<file path="src/rtl/stream_mux_pkg.sv">
// Shared constants and helpers for the round-robin stream mux.
// Imported by the arbiter and the mux top.
package stream_mux_pkg;

  localparam int MAX_CH = 16;

  function automatic int clog2(input int v);
    int r;
    r = 0;
    while ((1 << r) < v) r++;
    return r;
  endfunction

endpackage

</file>
<file path="src/rtl/rr_arbiter.sv">
// Round-robin arbiter: searches from ptr+1 upward with wrap,
// first requesting channel wins; grant is one-hot or zero.
module rr_arbiter
  import stream_mux_pkg::*;
#(
  parameter int N_CH = 4,
  parameter int SW   = 2
) (
  input  logic [N_CH-1:0] req,
  input  logic [SW-1:0]   ptr,
  output logic [N_CH-1:0] grant
);

  logic found;

  always_comb begin
    grant = '0;
    found = 1'b0;
    for (int k = 1; k <= N_CH; k++) begin
      for (int i = 0; i < N_CH; i++) begin
        if (!found && req[i] &&
            i == (int'(ptr) + k) % N_CH) begin
          grant[i] = 1'b1;
          found    = 1'b1;
        end
      end
    end
  end

endmodule

</file>
<file path="src/rtl/stream_mux_rr.sv">
// N-channel stream mux with round-robin or forced selection
// feeding a single-entry registered output stage.
module stream_mux_rr
  import stream_mux_pkg::*;
#(
  parameter  int N_CH = 4,
  parameter  int W    = 8,
  localparam int SW   = (clog2(N_CH) > 1) ? clog2(N_CH) : 1
) (
  input  logic              clk,
  input  logic              rst,
  input  logic [N_CH*W-1:0] in_data,
  input  logic [N_CH-1:0]   in_valid,
  output logic [N_CH-1:0]   in_ready,
  input  logic              force_en,
  input  logic [SW-1:0]     force_sel,
  output logic [W-1:0]      out_data,
  output logic [SW-1:0]     out_ch,
  output logic              out_valid,
  input  logic              out_ready
);

  logic [N_CH-1:0] rr_grant;
  logic [N_CH-1:0] grant;
  logic            load;
  logic            xfer;
  logic [SW-1:0]   sel_idx;
  logic [W-1:0]    sel_data;

  logic [W-1:0]  out_data_q, out_data_d;
  logic [SW-1:0] out_ch_q, out_ch_d;
  logic          out_valid_q, out_valid_d;
  logic [SW-1:0] ptr_q, ptr_d;

  rr_arbiter #(
    .N_CH (N_CH),
    .SW   (SW)
  ) u_arb (
    .req   (in_valid),
    .ptr   (ptr_q),
    .grant (rr_grant)
  );

  // An out-of-range force_sel matches no channel, so grant stays 0.
  always_comb begin
    grant = '0;
    if (force_en) begin
      for (int i = 0; i < N_CH; i++) begin
        if (force_sel == SW'(i)) grant[i] = in_valid[i];
      end
    end else begin
      grant = rr_grant;
    end
  end

  assign load     = !out_valid_q || out_ready;
  assign in_ready = (load && !rst) ? grant : '0;
  assign xfer     = |in_ready;

  always_comb begin
    sel_idx  = '0;
    sel_data = '0;
    for (int i = 0; i < N_CH; i++) begin
      if (grant[i]) begin
        sel_idx  = SW'(i);
        sel_data = in_data[i*W +: W];
      end
    end
  end

  always_comb begin
    out_valid_d = load ? xfer : out_valid_q;
    out_data_d  = xfer ? sel_data : out_data_q;
    out_ch_d    = xfer ? sel_idx : out_ch_q;
    ptr_d       = (xfer && !force_en) ? sel_idx : ptr_q;
  end

  always_ff @(posedge clk) begin
    if (rst) begin
      out_valid_q <= 1'b0;
      out_data_q  <= '0;
      out_ch_q    <= '0;
      ptr_q       <= SW'(N_CH - 1);
    end else begin
      out_valid_q <= out_valid_d;
      out_data_q  <= out_data_d;
      out_ch_q    <= out_ch_d;
      ptr_q       <= ptr_d;
    end
  end

  assign out_data  = out_data_q;
  assign out_ch    = out_ch_q;
  assign out_valid = out_valid_q;

endmodule
</file>
<file path="config.mk">
export PLATFORM = sky130hd
export DESIGN_NAME = stream_mux_rr
export DESIGN_NICKNAME = d
export VERILOG_FILES = /design/src/rtl/stream_mux_pkg.sv /design/src/rtl/rr_arbiter.sv /design/src/rtl/stream_mux_rr.sv
export SDC_FILE = /design/constraint.sdc
export NUM_CORES = 1
export LEC_CHECK = 0
export BUFFER_PORTS_ARGS = -buffer_cell sky130_fd_sc_hd__buf_2
export CAP_MARGIN = 5
export CORE_ASPECT_RATIO = 2
export CORE_MARGIN = 5
export CORE_UTILIZATION = 30
export DETAILED_ROUTE_END_ITERATION = 16
export GPL_ROUTABILITY_DRIVEN = 0
export HOLD_SLACK_MARGIN = 0.02
export SLEW_MARGIN = 15
export SYNTH_ARGS = -nofsm -noshare
export SYNTH_HDL_FRONTEND = slang
export SYNTH_SLANG_ARGS = --single-unit
</file>
<file path="constraint.sdc">
create_clock -name clk -period 5.11 [get_ports clk]
set_input_delay 1.022 -clock clk [delete_from_list [all_inputs] [get_ports clk]]
set_output_delay 1.022 -clock clk [all_outputs]
set_load 0.005 [all_outputs]
</file>
# After elaboration in Yosys (flattened, before gate mapping)
# Cells that the tools add are included.
# Widths: inputs -> output; s select.
dict set report word_totals {
  ff_bits 13
  in_bits 42
  out_inout_bits 15
  word_cells 132
}
dict set report classes {
  add_sub_neg 4
  eq_ne 15
  n_mux 43
  n_bitwise 4
  n_reduce_logical 62
}
# op n
set ops {}
lappend ops {{$logic_not 32->1} 4}
lappend ops {{$mux 1} 35}
lappend ops {{$logic_and 1x1->1} 33}
lappend ops {{$mux 8} 4}
lappend ops {{$eq 3x3->1 const A} 8}
lappend ops {{$logic_not 1->1} 18}
lappend ops {{$eq 2x3->1 const A} 4}
lappend ops {{$mux 4} 2}
lappend ops {{$reduce_or 2->1} 4}
lappend ops {{$add 2x1->2 const B} 2}
lappend ops {{$add 2x2->2 const B} 2}
lappend ops {{$and 1x1->1 const A} 4}
lappend ops {{$eq 2x2->1 const B} 2}
lappend ops {{$mux 2} 2}
lappend ops {{$reduce_or 4->1} 1}
lappend ops {{$eq 2x1->1 const B} 1}
lappend ops {{$logic_not 2->1} 1}
lappend ops {{$logic_or 1x1->1} 1}

# Longest topological paths before layout
# Gate-level depths: netlist of run 1.
dict set report depth {
  word_depth 71
  mapped_depth 8
  depth_no_buf 6
}

# Hierarchy
# Synthesis of run 1 repeated with hierarchy kept, for this count alone.
dict set report hier_totals {
  hier_cells 131
  hier_area_um2 1028.5
}
# mod instances cells_per_inst area_each_um2 seq_area_each_um2
set modules_own_cells {}
lappend modules_own_cells {stream_mux_rr 1 114 923.4 260.2}
lappend modules_own_cells {rr_arbiter 1 17 105.1 0.0}

# Least setup slack after synthesis of run 1
# Ideal clock, no wire load.
dict set report synth_timing {
  path_type {in2out}
  startpoint {in force_en}
  endpoint {out in_ready[2]}
  t_arrival_ns 1.769
  required_time_ns 4.088
  slack_ns 2.319
  path_stages 6
  path_buffers 2
  cell_sequence {buf_2 -> inv_1 -> o2111ai_1 -> and2_1 -> buf_2 -> nor2_1}
}
dict set report synth_between {
  elab_chain_len 2
}
# item line_no
set synth_lines {}
lappend synth_lines {{from (decl)} stream_mux_rr.sv:15} ;# input logic force_en,
lappend synth_lines {{$mux 4} stream_mux_rr.sv:47} ;# if (force_en) begin
lappend synth_lines {{$mux 4} stream_mux_rr.sv:57} ;# assign in_ready = (load && !rst) ? grant : '0;
lappend synth_lines {{to (decl)} stream_mux_rr.sv:14} ;# output logic [N_CH-1:0] in_ready,
# No other way between the ends.

# Final worst setup path of run 1
dict set report layout_timing {
  startpoint {in in_valid[3]}
  endpoint {out in_ready[2]}
}
dict set report layout_between {
  elab_chain_len 49
  word_cells_on_any_way 51
  classes_between {mux: 16; reduce/logical: 35}
}
# item line_no
set layout_lines {}
lappend layout_lines {{from (decl)} stream_mux_rr.sv:13} ;# input logic [N_CH-1:0] in_valid,
lappend layout_lines {{$logic_and 1x1->1 (2 in a row)} rr_arbiter.sv:21} ;# if (!found && req[i] &&
lappend layout_lines {{$mux 1} rr_arbiter.sv:21}
lappend layout_lines {{$logic_not 1->1} rr_arbiter.sv:21}
lappend layout_lines {{$logic_and 1x1->1 (2 in a row)} rr_arbiter.sv:21}
lappend layout_lines {{$mux 1} rr_arbiter.sv:21}
lappend layout_lines {{$logic_not 1->1} rr_arbiter.sv:21}
lappend layout_lines {{$logic_and 1x1->1 (2 in a row)} rr_arbiter.sv:21}
lappend layout_lines {{$mux 1} rr_arbiter.sv:21}
lappend layout_lines {{(+28 left out)} --}
lappend layout_lines {{$logic_not 1->1} rr_arbiter.sv:21}
lappend layout_lines {{$logic_and 1x1->1 (2 in a row)} rr_arbiter.sv:21}
lappend layout_lines {{$mux 1} rr_arbiter.sv:21}
lappend layout_lines {{$logic_not 1->1} rr_arbiter.sv:21}
lappend layout_lines {{$logic_and 1x1->1 (2 in a row)} rr_arbiter.sv:21}
lappend layout_lines {{$mux 1 *} rr_arbiter.sv:21}
lappend layout_lines {{$mux 4 *} stream_mux_rr.sv:47}
lappend layout_lines {{$mux 4 *} stream_mux_rr.sv:57}
# Mark *: on every way between the ends. The rest lies on a longest branch, timed or not.

==> results of run 1 <==
==> kinds of logic (layout without fill, tap and decap cells) <==
group	count (synthesis)	in the layout	synth area share [%]
compound gates	45	45	39.49
buf+inv	12	64	7.325
flops	13	13	28.22
mux	1	1	1.086
simple gates	49	49	23.88
==> cell type report <==
type	instances	area [um^2]	share of cell area, %
clock buffers	4	45.04	3.655
flip-flops and latches	13	260.3	21.12
multi-input cells	95	594.3	48.22
repair buffers	56	280.3	22.74
inverters	4	15.01	1.218
well taps	30	37.54	3.046
==> stage by stage <==
stage | std cells | total power (W) | util [%] | setup WS, ns
after global placement | 198 | 0.0002253 | 39.87 | 2.050
after CTS | 202 | 0.0003183 | 41.39 | 2.004
after floorplan | 120 | 0.0001905 | - | 2.319
after global routing | 202 | 0.0003388 | 41.39 | 1.883
final | 202 | 0.0003143 | 41.39 | 2.012
after detailed placement | 198 | 0.0002276 | 39.87 | 2.011
==> where the power goes <==
part | internal (W) | leakage (nW) | switching, W | total [W]
clock network | 0.0000550 | 0.0228 | 0.0000353 | 0.0000903
logic | 0.0000478 | 0.439 | 0.0000545 | 0.000102
registers | 0.000113 | 0.107 | 0.00000861 | 0.000122
==> critical path: stages <==
cell and delay [ns]:
buf_2 0.13, a21oi_1 0.07, o2111ai_1 0.22, and2_1 0.41, nor2_1 0.08, buf_2 0.14
==> registers in the layout (all words and copies together), names as in the netlist <==
signal	flops
out_ch	2
out_data	8
ptr_q	2
out_valid	1
==> final timing paths <==
| check | start | end | slack [ns] | depth (start not counted) |
|---|---|---|---|---|
| worst max-delay path | in_valid[3] | in_ready[2] | 2.01 | 6 |
| worst min register to register | out_ch[0] | out_ch[0] | 0.48 | 2 |
| worst min-delay path | out_ch[0] | out_ch[0] | 0.48 | 2 |
| worst max register to register | ptr_q[1] | out_data[7] | 3.01 | 6 |
==> cells in the final DEF (no fill, tap or decap), types with 3 or more instances in the layout <==
cell type  instances
dfxtp_1           13
and2_1             3
nand2b_1           6
a311oi_1           7
o21ai_0           10
a21oi_1            6
o21ai_1            3
buf_2             56
inv_1              4
nor2_1            19
nor3_1             3
nand2_1           15
a221o_1           10
clkbuf_8           3
==> routing by layer <==
layer,global-route usage (%),share of wire [%],vias up
met2,25.50,52,52
met4,6.618,2.4,0
li1,-,-,550
met5,0,0,-
met1,13.98,37,464
met3,4.047,8.4,8
==> synth_stat cells (all sizes together), types with 3 or more instances <==
cell type / number
nor2: 20
nand2: 15
dfxtp: 13
o21ai: 13
a221o: 10
a311oi: 8
a21oi: 6
nand2b: 6
buf: 5
inv: 4
and2: 3
clkbuf: 3
nor3: 3
==> results by group, run 1 <==
Run status
  • Status: complete, no violations

Layout
  • Share of layout cells above drive strength 1: 36.63%
  • Fill cell count: 307
  • Design area: 1232 um^2
  • P&R area growth vs syn: 33.65%
  • Nets: 215
  • Final antenna diode count: 0

STA
  • Final setup viols: 0
  • Rel. slew slack: 53.91%
  • Setup_tns: 0 ns
  • Final period util: 60.62%
  • F_max: approximately 320 MHz
  • Final hold vios: 0
  • Final Critical Period: between 3 and 4 ns
  • RSZ-0062 raised after global routing: false
  • Hold Slack: 0.4794 ns
  • Clock skew: around 0.0014 ns
  • Fin. max-slew vios: 0
  • Slew @ Worst Pin: 0.6914 ns

Routing
  • First-pass DRT Iterations: 4
  • Initial DRC Count: 26
  • Total number of vias: 1074
  • Routed WL: around 3000 um
  • WL per Instance: 14.50 um
  • Routed vias/inst: 5.317
  • Drt drc: 0
  • Post-route ant nets: 0

Clock tree
  • CTS tree: built
  • Setup Fix Bufs, Post-CTS: 0
  • CTS Buf Count: 3
  • Clock Sinks: 13
  • Post_cts resized: 0
  • Skew-Pair Late Insertion Delay: approximately 0.24 ns
  • Worst-path clk slew: 0.05 ns
  • Root buf cell: clkbuf_8
  • Cts-stage hold buffer count: 0
  • Depth of the CTS H-tree: 1
  • Max clock buf depth: 2

Critical path
  • Critical path required time: 4.09 ns
  • Critical path class: input port to primary output
  • WP data arrival: 2.08 ns
  • CP endpoint kind: primary output
  • Critical Path Fanout Max: 11
  • Worst setup SP type: input port

Synthesis
  • Avg Inst Size Synth: 7.684 um^2
  • Sequential fraction of the synthesis area: between 20% and 30%
  • Post-synth EDFFs: 0
  • Primary FF master, synth: dfxtp_1
  • FFs w/ async S/R, synth: 0%
  • Yosys top cell by area: dfxtp_1
  • Syn Inst Count: between 100 and 150
  • Yosys warns: 0
  • Register bit total from synthesis: 13
  • Top post-synthesis cells by area: dfxtp_1 28%, a221o_1 11%, nor2_1 7.7%
  • Post-synth top area share: 28.22%
  • Syn Std Cell Area: 922.1 um^2
  • Unique cell type count in the Yosys netlist: 29
  • Synthesized netlist net count: 162

Placement
  • PortBufs: 56
  • Dpl hpwl: 2444 um
  • Placed Area: 1187 um^2

Min path
  • Min-Delay Path Class: flip-flop to flip-flop

Global route
  • Largest net degree at the start of global routing: 18
  • Global-route wire length before repair: 4864 um
  • Initial antenna violation count: 0
  • GRT Total Usage: 13.89%
  • Grt ovf: 0
  • Vias in the first global route: 1152

Floorplan
  • Die height: slightly below 90 um
  • Starting Density: 30.97%
  • Placement Rows: 28
  • Die Width: 49.21 um
  • I/O pin count: 57
  • Core Region: between 2000 and 3000 um^2
  • Die area: 4350 um^2

Power and ir drop
  • Peak supply drop: 146.9 uV
  • Pwr Density: 255.0 nW/um^2
  • Leak: 0.5692 nW

Run
  • Max Cap Viol: 0
Note: power is estimated with default switching activity, not from simulation.
==> run 2, diff against run 1 <==
clock period = 2.6 ns   (was 5.11 ns; I/O delays follow)
==> run 2 against run 1 <==
Cell area up 0.61%; hold slack better by 0.0034 ns; final cell count up 0.50%; count of clock-buffer cells in the layout unchanged; worst setup slack worse by 1.6 ns; non-clock buffer count up 1; clock skew down 0.00076 ns; critical path depth down 1; utilization up 0.25 points; flip-flop and latch count unchanged; register-to-register slack worse by 2.5 ns.
==> results by group, run 2 (synthesized netlist as in run 1, its figures left out) <==
Run status
  • Status: complete, no violations (unchanged)

Placement
  • Dpl hpwl: 2429 um (was 2444 um)
  • Placed Area: 1195 um^2 (was 1187 um^2)
  • PortBufs: 56 (unchanged)
  • Pre-CTS setup slack: 0.3361 ns (was 2.011 ns)

Clock tree
  • CTS tree: built (unchanged)
  • Post_cts resized: 0 (unchanged)
  • Root buf cell: clkbuf_8 (unchanged)
  • Cts-stage hold buffer count: 0 (unchanged)
  • Skew-Pair Late Insertion Delay: 0.24 ns (about the same)
  • Worst-path clk slew: 0.05 ns (about the same)
  • CTS Buf Count: 3 (unchanged)
  • Setup Fix Bufs, Post-CTS: 0 (unchanged)
  • Clock Sinks: 13 (unchanged)
  • Depth of the CTS H-tree: 1 (unchanged)
  • Max clock buf depth: 2 (unchanged)

STA
  • Final period util: 84.45%
  • Final hold vios: 0 (unchanged)
  • Hold Slack: 0.4828 ns (was 0.4794 ns)
  • F_max: 455.4 MHz
  • Setup_tns: 0 ns (unchanged)
  • Final setup viols: 0 (unchanged)
  • Fin. max-slew vios: 0 (unchanged)
  • Slew @ Worst Pin: 0.5314 ns (was 0.6914 ns)
  • Clock skew: 0.0006683 ns (was 0.001426 ns)
  • Worst Setup Slack, final: 0.4043 ns (was 2.012 ns)
  • Final Critical Period: 2.196 ns
  • Rel. slew slack: 64.46% (was 53.91%)
  • RSZ-0062 raised after global routing: false (unchanged)

Critical path
  • CP endpoint kind: primary output (unchanged)
  • Reg2reg start: ptr_q[1] (unchanged)
  • Worst reg2reg path depth: 6 (unchanged)
  • Critical path required time: 2.08 ns (was 4.09 ns)
  • Crit. Startpoint: ptr_q[1] (was in_valid[3])
  • Critical path class: flip-flop to primary output (was input port to primary output)
  • Critical Path Fanout Max: 11 (unchanged)
  • Reg-to-Reg End: out_data[3] (was out_data[7])
  • WP data arrival: 1.68 ns (was 2.08 ns)
  • R2r setup slk: 0.55 ns (was 3.01 ns)
  • Worst setup SP type: flip-flop (was input port)

Floorplan
  • Die Width: 49.21 um (unchanged)
  • Die area: 4350 um^2 (unchanged)
  • Placement Rows: 28 (unchanged)
  • Die height: 88.41 um (unchanged)
  • Core Region: 2978 um^2 (unchanged)
  • Starting Density: 30.97% (unchanged)
  • I/O pin count: 57 (unchanged)

Routing
  • First-pass DRT Iterations: 4 (unchanged)
  • Initial DRC Count: 17 (was 26)
  • Total number of vias: 1089 (was 1074)
  • Routed WL: 2914 um (was 2928 um)
  • Post-route ant nets: 0 (unchanged)
  • Drt drc: 0 (unchanged)
  • WL per Instance: 14.35 um (was 14.50 um)
  • Routed vias/inst: 5.365 (was 5.317)

Min path
  • Min-Delay Path Class: flip-flop to flip-flop (unchanged)
  • Worst hold start: out_ch[0] (unchanged)
  • Hold Path Stages: 2 (unchanged)
  • Hold Path Sink: out_ch[0] (unchanged)

Power and ir drop
  • Sequential power share: 38.8% (was 38.7%)
  • Tot Pwr: 0.0006177 W (was 0.0003143 W)
  • Clk pwr share: 28.5% (was 28.7%)
  • P_int: 0.0004256 W (was 0.0002159 W)
  • Peak supply drop: 221.1 uV (was 146.9 uV)
  • Combinational power share: 32.7% (was 32.5%)
  • Leak: 0.5744 nW (was 0.5692 nW)
  • Pwr Density: 498.2 nW/um^2 (was 255.0 nW/um^2)
  • Switching Fraction: 31.10% (was 31.32%)
  • P_sw: 0.0001921 W (was 0.00009843 W)

Global route
  • Vias in the first global route: 1161 (was 1152)
  • Global-route wire length before repair: 4719 um (was 4864 um)
  • Grt ovf: 0 (unchanged)
  • GRT Total Usage: 13.64% (was 13.89%)
  • Largest net degree at the start of global routing: 18 (unchanged)
  • Initial antenna violation count: 0 (unchanged)

Layout
  • Commonest non-fill, non-tap cell in the layout: buf_2 (unchanged)
  • Max reg flops: 8 (unchanged)
  • Design area: 1240 um^2 (was 1232 um^2)
  • P&R area growth vs syn: 34.46% (was 33.65%)
  • Nets: 216 (was 215)
  • Share of layout cells above drive strength 1: 36.99% (was 36.63%)
  • Commonest non-fill, non-tap cells in the layout: 56 x buf_2, 19 x nor2_1, 15 x nand2_1, 13 x dfxtp_1 (unchanged)
  • Final antenna diode count: 0 (unchanged)
  • Register area: 260.3 um^2 (unchanged)
  • Fill cell count: 325 (was 307)
  • Area of the multi-input gates: 594.3 um^2 (unchanged)

Run
  • Max Cap Viol: 0 (unchanged)
## run 2: changes by cell type in the layout (fill, tap and decap cells not counted), sizes merged
cell and change:
buf +1
## run 2: cell type report
cell class / count / area share (%)
well taps: 30 / 3.027
multi-input cells: 95 / 47.93
repair buffers: 57 / 23.21
flip-flops and latches: 13 / 20.99
clock buffers: 4 / 3.633
inverters: 4 / 1.211
## run 2: stage by stage
step	cells	util [%]
2_1_floorplan	120	-
3_3_place_gp	199	40.13
3_5_place_dp	199	40.13
4_1_cts	203	41.64
5_1_grt	203	41.64
6_report	203	41.64
## run 2: routing by layer
layer / track usage, % / part of all wire, % / vias up
met5: 0 / 0 / -
met4: 6.863 / 1.9 / 0
li1: - / - / 552
met1: 13.66 / 37 / 483
met3: 4.384 / 8.2 / 6
met2: 24.68 / 53 / 48
## run 2: how the worst max path moves through the flow
stage                        to
floorplan           out_data[5]
global placement    out_data[3]
detailed placement  out_data[3]
CTS                 in_ready[2]
global route        in_ready[2]
finish              in_ready[2]
## run 2: critical path, stage by stage (launching register included)
cell	delay [ns]
dfxtp_1	0.49
a21oi_1	0.11
o2111ai_1	0.21
and2_1	0.42
nor2_1	0.07
buf_2	0.14
## run 2: power groups by stage
stage | Combinational (W) | Sequential (W) | Clock [W]
2_1_floorplan | 0.000135 | 0.000239 | 0
3_3_place_gp | 0.000202 | 0.000244 | 0
3_5_place_dp | 0.000205 | 0.000244 | 0
4_1_cts | 0.000205 | 0.000240 | 0.000178
5_1_grt | 0.000232 | 0.000243 | 0.000190
6_report | 0.000202 | 0.000239 | 0.000176
